===== config.mk =====
export PLATFORM = sky130hd
export DESIGN_NAME = program_loader
export DESIGN_NICKNAME = d
export VERILOG_FILES = /design/src/rtl/cpu_pkg.sv /design/src/rtl/uart_rx.sv /design/src/rtl/program_loader.sv
export SDC_FILE = /design/constraint.sdc
export NUM_CORES = 1
export LEC_CHECK = 0
export BUFFER_PORTS_ARGS = -buffer_cell sky130_fd_sc_hd__buf_4
export CAP_MARGIN = 20
export CORE_MARGIN = 3
export CORE_UTILIZATION = 45
export CTS_CLUSTER_DIAMETER = 100
export DETAILED_ROUTE_END_ITERATION = 8
export GPL_TIMING_DRIVEN = 0
export PLACE_DENSITY_LB_ADDON = 0.25
export SETUP_SLACK_MARGIN = 0.15
export SYNTH_ARGS = -nofsm -noshare
export SYNTH_HDL_FRONTEND = slang
export SYNTH_HIERARCHICAL = 1
export SYNTH_SLANG_ARGS = --single-unit

===== constraint.sdc =====
create_clock -name clk -period 7.3 [get_ports clk]
set_input_delay 0.73 -clock clk [delete_from_list [all_inputs] [get_ports clk]]
set_output_delay 0.73 -clock clk [all_outputs]
set_load 0.02 [all_outputs]

===== src/rtl/cpu_pkg.sv =====
// Shared semi-CPU definitions: instruction memory geometry and loader state encoding.
package cpu_pkg;

   localparam int unsigned IM_ADDR_W = 5;
   localparam int unsigned IM_DEPTH  = 32;

   localparam logic [2:0] LD_IDLE  = 3'd0;
   localparam logic [2:0] LD_COUNT = 3'd1;
   localparam logic [2:0] LD_DATA  = 3'd2;
   localparam logic [2:0] LD_CHECK = 3'd3;
   localparam logic [2:0] LD_DONE  = 3'd4;
   localparam logic [2:0] LD_ERROR = 3'd5;

endpackage


===== src/rtl/uart_rx.sv =====
// 8N1 UART receiver: 2-FF synchroniser, 16x oversampling tick, mid-bit sampling.
module uart_rx #(
   parameter int unsigned CLK_HZ = 100_000_000,
   parameter int unsigned BAUD   = 115200
) (
   input  logic       clk,
   input  logic       reset,
   input  logic       rx,
   output logic [7:0] rx_data,
   output logic       rx_valid,
   output logic       rx_ferr
);

   localparam int unsigned DIV   = (CLK_HZ / (BAUD * 16) > 0) ? CLK_HZ / (BAUD * 16) : 1;
   localparam int unsigned DIV_W = (DIV > 1) ? $clog2(DIV) : 1;

   localparam logic [2:0] S_IDLE  = 3'd0;
   localparam logic [2:0] S_START = 3'd1;
   localparam logic [2:0] S_DATA  = 3'd2;
   localparam logic [2:0] S_STOP  = 3'd3;
   localparam logic [2:0] S_WAIT  = 3'd4;

   logic [1:0]       sync;
   logic             rx_s;
   logic [2:0]       st, st_nxt;
   logic [DIV_W-1:0] div_cnt, div_nxt;
   logic [3:0]       os_cnt, os_nxt;
   logic [2:0]       bit_cnt, bit_nxt;
   logic [7:0]       shreg, shreg_nxt;
   logic [7:0]       data_nxt;
   logic             valid_nxt, ferr_nxt;
   logic             tick;

   assign rx_s = sync[1];
   assign tick = (div_cnt == DIV_W'(DIV - 1));

   always_ff @(posedge clk or posedge reset) begin
      if (reset) begin
         sync     <= 2'b11;
         st       <= S_IDLE;
         div_cnt  <= '0;
         os_cnt   <= '0;
         bit_cnt  <= '0;
         shreg    <= '0;
         rx_data  <= '0;
         rx_valid <= 1'b0;
         rx_ferr  <= 1'b0;
      end else begin
         sync     <= {sync[0], rx};
         st       <= st_nxt;
         div_cnt  <= div_nxt;
         os_cnt   <= os_nxt;
         bit_cnt  <= bit_nxt;
         shreg    <= shreg_nxt;
         rx_data  <= data_nxt;
         rx_valid <= valid_nxt;
         rx_ferr  <= ferr_nxt;
      end
   end

   // Bit sampler: start re-checked at mid-bit, data/stop sampled every 16 ticks after
   always_comb begin
      st_nxt    = st;
      div_nxt   = tick ? '0 : div_cnt + DIV_W'(1);
      os_nxt    = tick ? os_cnt + 4'd1 : os_cnt;
      bit_nxt   = bit_cnt;
      shreg_nxt = shreg;
      data_nxt  = rx_data;
      valid_nxt = 1'b0;
      ferr_nxt  = 1'b0;
      case (st)
         S_IDLE: begin
            if (!rx_s) begin
               st_nxt  = S_START;
               os_nxt  = '0;
               div_nxt = '0;
            end
         end
         S_START: begin
            if (tick && os_cnt == 4'd7) begin
               os_nxt  = '0;
               bit_nxt = '0;
               st_nxt  = rx_s ? S_IDLE : S_DATA;
            end
         end
         S_DATA: begin
            if (tick && os_cnt == 4'd15) begin
               shreg_nxt = {rx_s, shreg[7:1]};
               if (bit_cnt == 3'd7) st_nxt = S_STOP;
               else                 bit_nxt = bit_cnt + 3'd1;
            end
         end
         S_STOP: begin
            if (tick && os_cnt == 4'd15) begin
               if (rx_s) begin
                  valid_nxt = 1'b1;
                  data_nxt  = shreg;
                  st_nxt    = S_IDLE;
               end else begin
                  ferr_nxt = 1'b1;
                  st_nxt   = S_WAIT;
               end
            end
         end
         S_WAIT: begin
            // a low stop bit must not be mistaken for the next start bit
            if (rx_s) st_nxt = S_IDLE;
         end
         default: st_nxt = S_IDLE;
      endcase
   end

endmodule


===== src/rtl/program_loader.sv =====
// Serial program loader: framed UART bytes -> 32-bit words written into instruction memory.
module program_loader
   import cpu_pkg::*;
#(
   parameter int unsigned CLK_HZ = 100_000_000,
   parameter int unsigned BAUD   = 115200,
   parameter int unsigned ADDR_W = IM_ADDR_W,
   parameter int unsigned DEPTH  = IM_DEPTH
) (
   input  logic              clk,
   input  logic              reset,
   input  logic              rx,
   input  logic              load_start,
   output logic              im_we,
   output logic [ADDR_W-1:0] im_waddr,
   output logic [31:0]       im_wdata,
   output logic              loading,
   output logic              load_done,
   output logic              load_err,
   output logic [ADDR_W:0]   word_count
);

   localparam int unsigned CNT_W   = ADDR_W + 1;
   localparam logic [7:0]  DEPTH_B = 8'(DEPTH);

   logic [7:0]        rx_data;
   logic              rx_valid, rx_ferr;
   logic [2:0]        state, state_nxt;
   logic [CNT_W-1:0]  n_words, n_words_nxt;
   logic [1:0]        byte_k, byte_k_nxt;
   logic [23:0]       word_buf, word_buf_nxt;
   logic [7:0]        chk_acc, chk_acc_nxt;
   logic [CNT_W-1:0]  wc_nxt, wc_inc;
   logic              we_nxt, loading_nxt, done_nxt, err_nxt;
   logic [ADDR_W-1:0] waddr_nxt;
   logic [31:0]       wdata_nxt;

   uart_rx #(.CLK_HZ(CLK_HZ), .BAUD(BAUD)) u_uart_rx (
      .clk      (clk),
      .reset    (reset),
      .rx       (rx),
      .rx_data  (rx_data),
      .rx_valid (rx_valid),
      .rx_ferr  (rx_ferr)
   );

   assign wc_inc = word_count + CNT_W'(1);

   always_ff @(posedge clk or posedge reset) begin
      if (reset) begin
         state      <= LD_IDLE;
         n_words    <= '0;
         byte_k     <= '0;
         word_buf   <= '0;
         chk_acc    <= '0;
         word_count <= '0;
         im_we      <= 1'b0;
         im_waddr   <= '0;
         im_wdata   <= '0;
         loading    <= 1'b0;
         load_done  <= 1'b0;
         load_err   <= 1'b0;
      end else begin
         state      <= state_nxt;
         n_words    <= n_words_nxt;
         byte_k     <= byte_k_nxt;
         word_buf   <= word_buf_nxt;
         chk_acc    <= chk_acc_nxt;
         word_count <= wc_nxt;
         im_we      <= we_nxt;
         im_waddr   <= waddr_nxt;
         im_wdata   <= wdata_nxt;
         loading    <= loading_nxt;
         load_done  <= done_nxt;
         load_err   <= err_nxt;
      end
   end

   // Framing FSM and word packer; load_start overrides everything, including a same-cycle byte
   always_comb begin
      state_nxt    = state;
      n_words_nxt  = n_words;
      byte_k_nxt   = byte_k;
      word_buf_nxt = word_buf;
      chk_acc_nxt  = chk_acc;
      wc_nxt       = word_count;
      we_nxt       = 1'b0;
      waddr_nxt    = im_waddr;
      wdata_nxt    = im_wdata;
      loading_nxt  = loading;
      done_nxt     = load_done;
      err_nxt      = load_err;
      if (load_start) begin
         state_nxt    = LD_COUNT;
         byte_k_nxt   = '0;
         word_buf_nxt = '0;
         chk_acc_nxt  = '0;
         wc_nxt       = '0;
         loading_nxt  = 1'b1;
         done_nxt     = 1'b0;
         err_nxt      = 1'b0;
      end else begin
         case (state)
            LD_COUNT: begin
               if (rx_ferr) state_nxt = LD_ERROR;
               else if (rx_valid) begin
                  if (rx_data == 8'd0 || rx_data > DEPTH_B) state_nxt = LD_ERROR;
                  else begin
                     n_words_nxt = CNT_W'(rx_data);
                     state_nxt   = LD_DATA;
                  end
               end
            end
            LD_DATA: begin
               if (rx_ferr) state_nxt = LD_ERROR;
               else if (rx_valid) begin
                  chk_acc_nxt = chk_acc ^ rx_data;
                  byte_k_nxt  = byte_k + 2'd1;
                  case (byte_k)
                     2'd0: word_buf_nxt[7:0]   = rx_data;
                     2'd1: word_buf_nxt[15:8]  = rx_data;
                     2'd2: word_buf_nxt[23:16] = rx_data;
                     default: begin
                        we_nxt    = 1'b1;
                        waddr_nxt = word_count[ADDR_W-1:0];
                        wdata_nxt = {rx_data, word_buf};
                        wc_nxt    = wc_inc;
                        if (wc_inc == n_words) state_nxt = LD_CHECK;
                     end
                  endcase
               end
            end
            LD_CHECK: begin
               if (rx_ferr) state_nxt = LD_ERROR;
               else if (rx_valid) state_nxt = (rx_data == chk_acc) ? LD_DONE : LD_ERROR;
            end
            default: ;
         endcase
         if (state_nxt == LD_DONE) begin
            loading_nxt = 1'b0;
            done_nxt    = 1'b1;
         end
         if (state_nxt == LD_ERROR) begin
            loading_nxt = 1'b0;
            err_nxt     = 1'b1;
         end
      end
   end

endmodule


==> results.txt, run 1 <==
Fin Hold WS = 0.357 ns
Via count = 3924
Sw Pwr = 318 uW
Ys flop type = dfrtp_1
Post-CTS sizing = 0
Port bufs = 49
Final wirelength = 11400 um
IO Count = 51
YS warnings = 6
Skew-Pair Late Insertion Delay = 0.41 ns
Setup crit end kind = flip-flop
Tmin final = 2.37 ns
Proportion of synthesized chip area in sequential cells = 0.546
Max H-tree Level = 4
Clock Path Buffers = 2
Antenna diodes = 0
Initial core utilization = 0.471
Max Clock Skew = 0.00913 ns
Layout Nets = 588
Drt drc = 0
Total grt overflow = 0
Max cap viols = 0
CP peak stage delay = 0.61 ns
Mean post-synth cell area = 11.5 um2
Count of different cell masters after synthesis = 53
DIE AREA = 0.0142 mm2
DR pass1 iterations = 4
TNS Setup = 0 ns
Crit start category = flip-flop
Die W = 119 um
Synthesized flop and latch total = 126
GP Congestion = 0.771
CP cell instances = clkbuf_2 > nand2b_1 > nor4_2 > and2_1 > buf_4 > buf_6 > mux2_2
CTS tree = done
# rows = 40
Max-slew violations = 0
Logic pwr share = 0.015
Syn_nets = 518
Largest cells by area after synthesis = dfrtp_1 54%, mux2_2 10%, nand2_1 3.2%
Via density = 5.20
WL/cell = 15.1 um
Die height = 119 um
Synthesized area = 0.00578 mm2
Initial antenna violation count = 0
Switch share = 0.194
Setup-failing EPs final = 0
Worst-path fanout max = 10
Max Clk Rate = 423 MHz
Async SR Flop Fraction = 1.00
Overall global routing resource usage = 0.169
EDFF count, synth = 0
Initial DRC Count = 171
Largest net degree at the start of global routing = 50
Vias in the first global route = 3843
Worst EP arrival = 2.66 ns
TritonCTS Sinks = 126
P_int = 1.32 mW
Most frequent cells in the layout = 124 x dfrtp_1, 53 x mux2_2, 51 x buf_4
Clk pin slew, worst setup/hold paths = 0.05 ns
Post-CTS Setup Inserts = 0
P&R area growth vs syn = 22.1%
First-pass GRT wire length = 19300 um
Final Hold Fails = 0
Clock power frac = 0.557
Core ar. = 0.0123 mm2
Leading area contributor after synthesis = dfrtp_1
Worst setup path category = flip-flop to flip-flop
RSZ-0062 raised after global routing = no
TritonCTS Buffers = 17
Pwr Density = 232 mW/mm2
Final period util = 0.324
Most common cell after layout, fill and taps aside = dfrtp_1
Peak VDD IR = 0.184 mV
Pwr Total = 1.64 mW
Status = completed
Rel. slew slack = 0.493
Pleak = 3.29 nW
Clock root buffer = clkbuf_16
Seq pwr share = 0.428
DPL Wire Length = 7880 um
Layout cells sized above 1 = 0.280
Slowest cell on crit path = nor4_2
Hold buffer count at CTS = 0
Worst hold path class = flip-flop to flip-flop
Tightest Pin Transition = 0.759 ns
Critical Path RT = 7.60 ns
Yosys top cell area share = 0.537
Antenna Nets Post-Route = 0
Slack of the worst reg-to-reg path = 4.93 ns
Mapped Cells = 503
cell families after synthesis:
kind of cell / count (synthesis) / share of synthesized area
compound gates: 58 / 0.0617
xor+xnor: 37 / 0.0561
fa+ha+maj: 11 / 0.0238
buf+inv: 46 / 0.0373
flops: 126 / 0.546
mux: 64 / 0.128
simple gates: 161 / 0.146
layer usage:
metal | global-route usage | vias to the layer above | share of wire
li1 | - | 1870 | -
met1 | 0.229 | 1974 | 0.47
met2 | 0.266 | 73 | 0.49
met3 | 0.0489 | 7 | 0.041
met4 | 0.0494 | 0 | 0.0060
met5 | 0 | - | 0
cell usage after synthesis, types with 2 or more instances:
cell	count
nand2b_1	3
xnor2_1	19
a21oi_1	28
nor2b_1	3
nor3b_1	3
and3_1	3
buf_4	2
ha_1	11
buf_6	4
o21ai_0	10
nand2_1	49
a31oi_1	5
a21o_1	2
xor2_1	18
nand4_1	4
clkbuf_1	24
mux2_4	7
buf_2	3
or3_4	2
o21ai_1	2
nand3_1	34
and2_1	3
mux2i_1	4
or4_1	3
o31a_1	3
dfstp_2	2
nor3_1	4
nor4_1	2
mux2_2	53
inv_1	12
a2bb2oi_1	2
nor2_1	35
dfrtp_1	124
flip-flops by register name, summed over array words and instances (netlist names), 2 cells and up:
signal and count:
byte_k 2, chk_acc 8, im_waddr 5, im_wdata 32, n_words 6, state 3, u_uart_rx/bit_cnt 3, u_uart_rx/div_cnt 6
u_uart_rx/os_cnt 4, u_uart_rx/rx_data 8, u_uart_rx/shreg 8, u_uart_rx/st 3, u_uart_rx/sync 2, word_buf 24, word_count 6
stage by stage:
| stage | setup slack (ns) | instances | util | cell area [um2] |
|---|---|---|---|---|
| 3_3_place_gp | 3.21 | 720 | 0.518 | 6350 |
| 2_1_floorplan | 4.23 | 503 | - | 5780 |
| 4_1_cts | 4.91 | 754 | 0.575 | 7050 |
| 3_5_place_dp | 4.93 | 722 | 0.523 | 6410 |
| 5_1_grt | 4.74 | 754 | 0.575 | 7050 |
| 6_report | 4.93 | 754 | 0.575 | 7050 |
final timing paths:
path	start	endpoint	depth (start not counted)
min in group asynchronous	reset	load_err	2
hold reg to reg	u_uart_rx/sync[0]	u_uart_rx/sync[1]	0
hold / removal	u_uart_rx/sync[0]	u_uart_rx/sync[1]	0
setup reg to reg	state[1]	im_wdata[28]	7
max in group asynchronous	reset	u_uart_rx/sync[1]	3
setup / recovery	state[1]	im_wdata[28]	7
worst max-delay path: cells and delay by family (launching register included):
kind | cells | cell delay (ns)
flip-flops | 1 | 0.32
multiplexers | 1 | 0.34
buffers and inverters | 3 | 0.59
AND/OR/NAND/NOR | 3 | 1.00
layout make-up:
cell class / instances / area, um2
Buffer: 34 / 170
Clock buffer: 21 / 450
Clock inverter: 11 / 190
Fill cell: 1033 / 5210
Inverter: 12 / 47.5
Multi-Input combinational cell: 331 / 2410
Sequential cell: 126 / 3160
Tap cell: 168 / 210
Timing Repair Buffer: 51 / 423
power by group through the flow:
stage	Sequential (mW)	Combinational (mW)	Clock, mW
2_1_floorplan	0.712	0.0149	0
3_3_place_gp	0.712	0.0215	0
3_5_place_dp	0.712	0.0261	0
4_1_cts	0.700	0.0262	0.932
5_1_grt	0.700	0.0286	0.968
6_report	0.700	0.0248	0.912
(Power assumes the default switching activity.)
==> run 2, diff against run 1 <==
--- a/config.mk
+++ b/config.mk
@@ -5,6 +5,7 @@
 export SDC_FILE = /design/constraint.sdc
 export NUM_CORES = 1
 export LEC_CHECK = 0
+export ABC_AREA = 1
 export BUFFER_PORTS_ARGS = -buffer_cell sky130_fd_sc_hd__buf_4
 export CAP_MARGIN = 20
 export CORE_MARGIN = 3
==> constraint.sdc (replaced) <==
create_clock -name clk -period 2.1 [get_ports clk]
set_input_delay 0.21 -clock clk [delete_from_list [all_inputs] [get_ports clk]]
set_output_delay 0.21 -clock clk [all_outputs]
set_load 0.02 [all_outputs]
==> run 2 against run 1 <==
Effect of this change:
- die area grew 0.48%
- total power grew to 3.8 times the previous value
- via count grew 14%
- clock skew shrank 0.0015 ns
- maximum frequency grew 36%
- critical path type unchanged
- largest cell class unchanged
==> results.txt, run 2 <==
Skew-Pair Late Insertion Delay = 0.41 ns (about the same)
Async SR Flop Fraction = 1.00 (unchanged)
GP Congestion = 0.826 (+7.2%)
Initial antenna violation count = 0 (unchanged)
Yosys top cell area share = 0.534 (-0.00266)
Status = completed
DPL Wire Length = 9000 um (+14%)
Via count = 4471 (+14%)
Worst-path fanout max = 8 (-2)
Total grt overflow = 0 (unchanged)
Top-count cell post-synth = nand2_1
Most frequent cells in the layout = 165 x nand2_1, 123 x dfrtp_1, 79 x inv_1
Antenna Nets Post-Route = 0 (unchanged)
Core ar. = 0.0123 mm2 (+0.41%)
TNS Setup = 0 ns (unchanged)
CTS tree = done
Layout Nets = 736 (+25%)
Drt drc = 0 (unchanged)
Setup-failing EPs final = 0 (unchanged)
Max-slew violations = 0 (unchanged)
Max reg flops = 32 (unchanged)
Synth top cells by count = 165 x nand2_1, 124 x dfrtp_1, 80 x inv_1
Synthesized flop and latch total = 126 (unchanged)
Max cap viols = 0 (unchanged)
Slack of the worst reg-to-reg path = 0.35 ns (-4.58 ns)
Count of different cell masters after synthesis = 43 (-19%)
Max Clock Skew = 0.00763 ns (-0.00151 ns)
Worst Setup EP = load_done
Clk pin slew, worst setup/hold paths = 0.05 ns (about the same)
Largest cells by area after synthesis = dfrtp_1 53%, nand2_1 11%, inv_1 5.2%
TritonCTS Buffers = 17 (unchanged)
TritonCTS Sinks = 126 (unchanged)
Post-synthesis xor/xnor area fraction = 0.00905 (-0.0470)
Proportion of synthesized chip area in sequential cells = 0.544 (-0.00271)
Crit start category = flip-flop
DR pass1 iterations = 5 (+1)
Pwr Density = 874 mW/mm2 (+280%)
YS warnings = 6 (unchanged)
Tmin final = 1.75 ns (-0.620 ns)
Die height = 120 um (+0.24%)
EDFF count, synth = 0 (unchanged)
Final wirelength = 12100 um (+5.8%)
P&R area growth vs syn = 22.9%
Largest net degree at the start of global routing = 42 (-16%)
Antenna diodes = 0 (unchanged)
Initial core utilization = 0.472 (about the same)
Die W = 120 um (+0.24%)
Via density = 4.96 (-4.8%)
Post-route insts no fill = 902 (+20%)
Worst EP arrival = 2.05 ns (-0.61 ns)
Top reg by flops = im_wdata
Worst r2r path cells = 12 (+5)
Peak VDD IR = 0.340 mV (+85%)
Synth Area in Compound Gates = 0.115 (+0.0536)
IO Count = 51 (unchanged)
Post-CTS Setup Inserts = 0 (unchanged)
Max Clk Rate = 573 MHz (+36%)
Worst setup path category = flip-flop to flip-flop
Port bufs = 50 (+2.0%)
Placed Area = 0.00647 mm2 (+0.90%)
Max H-tree Level = 4 (unchanged)
Mean post-synth cell area = 8.97 um2 (-22%)
First-pass GRT wire length = 20900 um (+8.0%)
Simple-gate share of the synthesized area = 0.230 (+0.0833)
WL/cell = 13.4 um (-12%)
Critical Path RT = 2.40 ns (-5.20 ns)
Synthesized area = 0.00581 mm2 (+0.50%)
Rel. slew slack = 0.546 (+0.0528)
Leading area contributor after synthesis = dfrtp_1
Syn_nets = 662 (+28%)
Pwr Total = 6.24 mW (+280%)
Worst hold path class = input port to flip-flop
Vias in the first global route = 4395 (+14%)
# rows = 40 (unchanged)
Inst Count DP = 868 (+20%)
DP Worst Slack = 0.320 ns (-4.61 ns)
Setup ws final = 0.354 ns (-4.58 ns)
Ys flop type = dfrtp_1
RR Endpoint = load_done
Mapped Cells = 647 (+29%)
Tightest Pin Transition = 0.680 ns (-0.0791 ns)
Clock root buffer = clkbuf_16
Post-synthesis mux area share = 0 (-0.128)
Overall global routing resource usage = 0.185 (+0.0156)
Clock Path Buffers = 2 (unchanged)
Adder-Cell Fraction of Synth Area = 0.0237 (-0.000118)
# fillers = 1115 (+7.9%)
Pleak = 3.45 nW (+4.8%)
Initial DRC Count = 275 (+61%)
Main combinational cell family by area after synthesis = simple AND/OR/NAND/NOR gates
DIE AREA = 0.0143 mm2 (+0.48%)
RSZ-0062 raised after global routing = no
Final instance area = 0.00713 mm2 (+1.2%)
Most common cell after layout, fill and taps aside = nand2_1
Final period util = 0.832 (+0.507)
Regs by FF count = im_wdata: 32 flops, word_buf: 24 flops
Setup crit end kind = flip-flop
Layout cells sized above 1 = 0.225 (-0.0551)
RR Startpoint = word_count[0]
Crit path from = word_count[0]
Final Hold Fails = 0 (unchanged)
## run 2: cell count changes after synthesis, sizes merged, moves of 6 or more
cell / before / now
nand2: 50 / 182
o21ai: 12 / 94
inv: 12 / 89
mux2: 60 / 0
a21oi: 28 / 2
clkbuf: 25 / 5
nor2: 35 / 54
xnor2: 19 / 2
xor2: 18 / 4
o22ai: 1 / 11
nand3: 35 / 29
## run 2: power breakdown
group	switching [mW]	internal, mW
combinational	0.341	0.200
sequential	0.0506	2.50
clock	1.04	2.11
## run 2: what timing repair did
action / CTS / global route
endpoints found under the setup margin: 0 / 2
resized for setup: 0 / 1
hold endpoints to repair: 40 / 0
hold buffers: 2 / 0
## run 2: metrics by stage
step           hold slack [ns]  utilization
2_1_floorplan            0.214            -
3_3_place_gp             0.318        0.519
3_5_place_dp             0.321        0.526
4_1_cts                 0.0192        0.579
5_1_grt                 0.0197        0.579
6_report                0.0339        0.579
## run 2: kinds of logic (layout without fill, tap and decap cells)
kind of cell	count (synthesis)	after routing
AO/OA/AOI/OAI	112	112
XOR/XNOR	6	6
buffers and inverters	105	192
AND/OR/NAND/NOR	287	287
adder cells (fa/ha/maj)	11	11
flip-flops	126	126
## run 2: final cells by class
| type | count | area (um2) | share of cell area |
|---|---|---|---|
| clock buffers | 22 | 484 | 0.0679 |
| clock inverters | 10 | 159 | 0.0223 |
| flip-flops and latches | 126 | 3160 | 0.442 |
| multi-input cells | 416 | 2190 | 0.307 |
| plain buffers | 16 | 120 | 0.0168 |
| repair buffers | 55 | 470 | 0.0659 |
| inverters | 89 | 340 | 0.0477 |
| well taps | 168 | 210 | 0.0295 |
## run 2: worst min path at each step
stage / cells past startpoint / slack, ns / end / start
global route: 2 / 0.02 / im_we / load_start
finish: 2 / 0.03 / im_we / load_start
detailed placement: 1 / 0.32 / u_uart_rx/sync[0] / rx
global placement: 1 / 0.32 / u_uart_rx/sync[0] / rx
floorplan: 0 / 0.21 / u_uart_rx/sync[0] / rx
CTS: 2 / 0.02 / im_we / load_start
## run 2: routing by layer
metal	vias up	wire, um	GRT usage
met5	-	0	0
met4	0	232	0.0730
met3	19	505	0.0471
met2	101	5990	0.309
met1	2133	5350	0.230
li1	2218	-	-
## run 2: worst max-delay path, stage by stage (launching register included)
cell and delay [ns]:
dfrtp_2 0.47, ha_1 0.33, inv_1 0.06, nand2_1 0.05
nand3_1 0.07, nor2_1 0.11, nand2_2 0.07, nor2_2 0.07
nand3_1 0.08, nand2_1 0.09, nand3_1 0.09, nand3_1 0.09
nand2_1 0.05
==> run 3, diff against run 2 <==
==> constraint.sdc (replaced) <==
create_clock -name clk -period 1.7 [get_ports clk]
set_input_delay 0.17 -clock clk [delete_from_list [all_inputs] [get_ports clk]]
set_output_delay 0.17 -clock clk [all_outputs]
set_load 0.02 [all_outputs]
==> run 3 against run 2 <==
Effect of this change:
- clock skew rose by 0.0012 ns
- global-route usage rose by 0.17 points
- flip-flop and latch count did not move
- die area did not move
- cell area rose by 8.5%
- non-clock buffer count rose by 32
- critical path type unchanged
- critical endpoint unchanged
- largest power group unchanged
==> results.txt, run 3 (synthesis results as in run 2) <==
Vias in the first global route = 4567 (+3.9%)
RR Startpoint = word_count[0]
Port bufs = 50 (unchanged)
Drt drc = 0 (unchanged)
Setup crit end kind = flip-flop
Crit start category = flip-flop
DIE AREA = 0.0143 mm2 (unchanged)
Instance count on the critical path = 12 (unchanged)
Most common cell after layout, fill and taps aside = nand2_1
Most frequent cells in the layout = 146 x nand2_1, 116 x dfrtp_1, 73 x buf_4
Final wirelength = 13300 um (+10%)
Via count = 4650 (+4.0%)
Clock root buffer = clkbuf_16
Worst setup path category = flip-flop to flip-flop
Slowest cell on crit path = dfrtp_2
IO Count = 51 (unchanged)
Initial core utilization = 0.472 (unchanged)
Layout cells sized above 1 = 0.345 (+0.120)
Slack of the worst reg-to-reg path = 0.12 ns (-0.23 ns)
Max Clk Rate = 634 MHz (+11%)
CP cell instances = ha_4 > inv_2 > nand2_1 > nand3_1 > nor2_2 > nand2_2 > nor2_2 > nand3_2 > nand2_2 > nand3_2 > nand3_2 > nand2_1
Regs by FF count = im_wdata: 32 flops, word_buf: 24 flops
First-pass GRT wire length = 21200 um (+1.7%)
Tightest Pin Transition = 0.583 ns (-0.0968 ns)
Worst Setup EP = load_done
Worst-path fanout max = 2 (-6)
Final Hold Fails = 0 (unchanged)
Total grt overflow = 0 (unchanged)
Initial antenna violation count = 0 (unchanged)
Die height = 120 um (unchanged)
Setup-failing EPs final = 0 (unchanged)
Antenna diodes = 0 (unchanged)
# rows = 40 (unchanged)
DPL Wire Length = 9010 um (+0.14%)
Crit path from = word_count[0]
P&R area growth vs syn = 33.3%
Max H-tree Level = 4 (unchanged)
Max-slew violations = 0 (unchanged)
CP peak stage delay = 0.43 ns (-0.04 ns)
Most frequent cell on the critical path = nand3_2
Inst Count DP = 868 (unchanged)
Worst hold path class = input port to flip-flop
Max Clock Skew = 0.00879 ns (+0.00117 ns)
WL/cell = 14.2 um (+6.3%)
Via density = 4.98 (+0.44%)
Crit path max-delay family = simple AND/OR/NAND/NOR gates
Final period util = 0.928 (+0.0962)
Top reg by flops = im_wdata
Post-route insts no fill = 934 (+3.5%)
Max cap viols = 0 (unchanged)
DR pass1 iterations = 4 (-1)
Worst r2r path cells = 12 (unchanged)
TNS Setup = 0 ns (unchanged)
Max reg flops = 32 (unchanged)
Core ar. = 0.0123 mm2 (unchanged)
Antenna Nets Post-Route = 0 (unchanged)
TritonCTS Sinks = 126 (unchanged)
CTS tree = done
Skew-Pair Late Insertion Delay = 0.42 ns (about the same)
Largest net degree at the start of global routing = 43 (+2.4%)
Layout Nets = 768 (+4.3%)
Pleak = 3.72 nW (+7.9%)
RSZ-0062 raised after global routing = yes
Pwr Density = 980 mW/mm2 (+12%)
Status = completed
RR Endpoint = load_done
Tmin final = 1.58 ns (-0.169 ns)
Clock Path Buffers = 2 (unchanged)
Overall global routing resource usage = 0.186 (+0.00170)
Peak VDD IR = 0.647 mV (+90%)
GP Congestion = 0.852 (+3.2%)
Critical Path RT = 2.01 ns (-0.39 ns)
Clk pin slew, worst setup/hold paths = 0.06 ns (about the same)
Worst EP arrival = 1.89 ns (-0.16 ns)
Die W = 120 um (unchanged)
Initial DRC Count = 267 (-2.9%)
# fillers = 1040 (-6.7%)
TritonCTS Buffers = 17 (unchanged)
CP bufs+invs = 1 (unchanged)
Rel. slew slack = 0.611 (+0.0646)
run 3: timing repair:
item | in CTS | in global routing
hold buffers | 2 | 0
pin swaps | 5 | 24
gates resized for setup | 14 | 101
setup buffers | 15 | 14
endpoints found under the hold margin | 30 | 0
cloned | 0 | 3
setup endpoints to repair | 77 | 98
run 3: final cells by class:
cell class	count	area, um2	share of cell area
buffer	16	151	0.0196
multi-input combinational	416	2490	0.321
inverter	89	348	0.0450
tap	168	210	0.0272
sequential	126	3170	0.409
timing repair buffer	87	767	0.0991
clock buffer	21	470	0.0608
clock inverter	11	139	0.0179
run 3: worst register-to-register path, stage by stage, from the launching register on:
cell	delay, ns
dfrtp_2	0.43
ha_4	0.28
inv_2	0.03
nand2_1	0.04
nand3_1	0.08
nor2_2	0.12
nand2_2	0.06
nor2_2	0.08
nand3_2	0.08
nand2_2	0.09
nand3_2	0.08
nand3_2	0.06
nand2_1	0.04
run 3: per-stage QoR:
| stage | power (mW) | area (um2) | util | hold slack [ns] | worst slack (ns) |
|---|---|---|---|---|---|
| 2_1_floorplan | 3.65 | 5820 | - | 0.174 | 0.113 |
| 3_3_place_gp | 3.83 | 6410 | 0.521 | 0.279 | -0.256 |
| 3_5_place_dp | 3.87 | 6480 | 0.526 | 0.245 | 0.0132 |
| 4_1_cts | 7.58 | 7260 | 0.589 | 0.0809 | 0.125 |
| 5_1_grt | 7.86 | 7740 | 0.628 | 0.152 | 0.00313 |
| 6_report | 7.58 | 7740 | 0.628 | 0.144 | 0.123 |
run 3: worst min-delay path by stage:
stage | slack (ns) | to | start | depth (start not counted)
detailed placement | 0.24 | im_wdata[21] | reset | 2
floorplan | 0.17 | u_uart_rx/sync[0] | rx | 0
finish | 0.14 | word_buf[15] | load_start | 4
global placement | 0.28 | u_uart_rx/sync[0] | rx | 1
global route | 0.15 | word_buf[15] | load_start | 4
CTS | 0.08 | im_we | load_start | 3
run 3: metal layers:
metal  GRT usage  routed length, um  share of wire
met5           0                  0              0
met3      0.0457                496          0.037
met2       0.310               6910           0.52
met4      0.0909                308          0.023
met1       0.227               5590           0.42
run 3: power by group:
group	internal [mW]	total [mW]	switching [mW]
clock network	2.41	3.69	1.29
logic	0.272	0.738	0.466
registers	3.09	3.15	0.0630
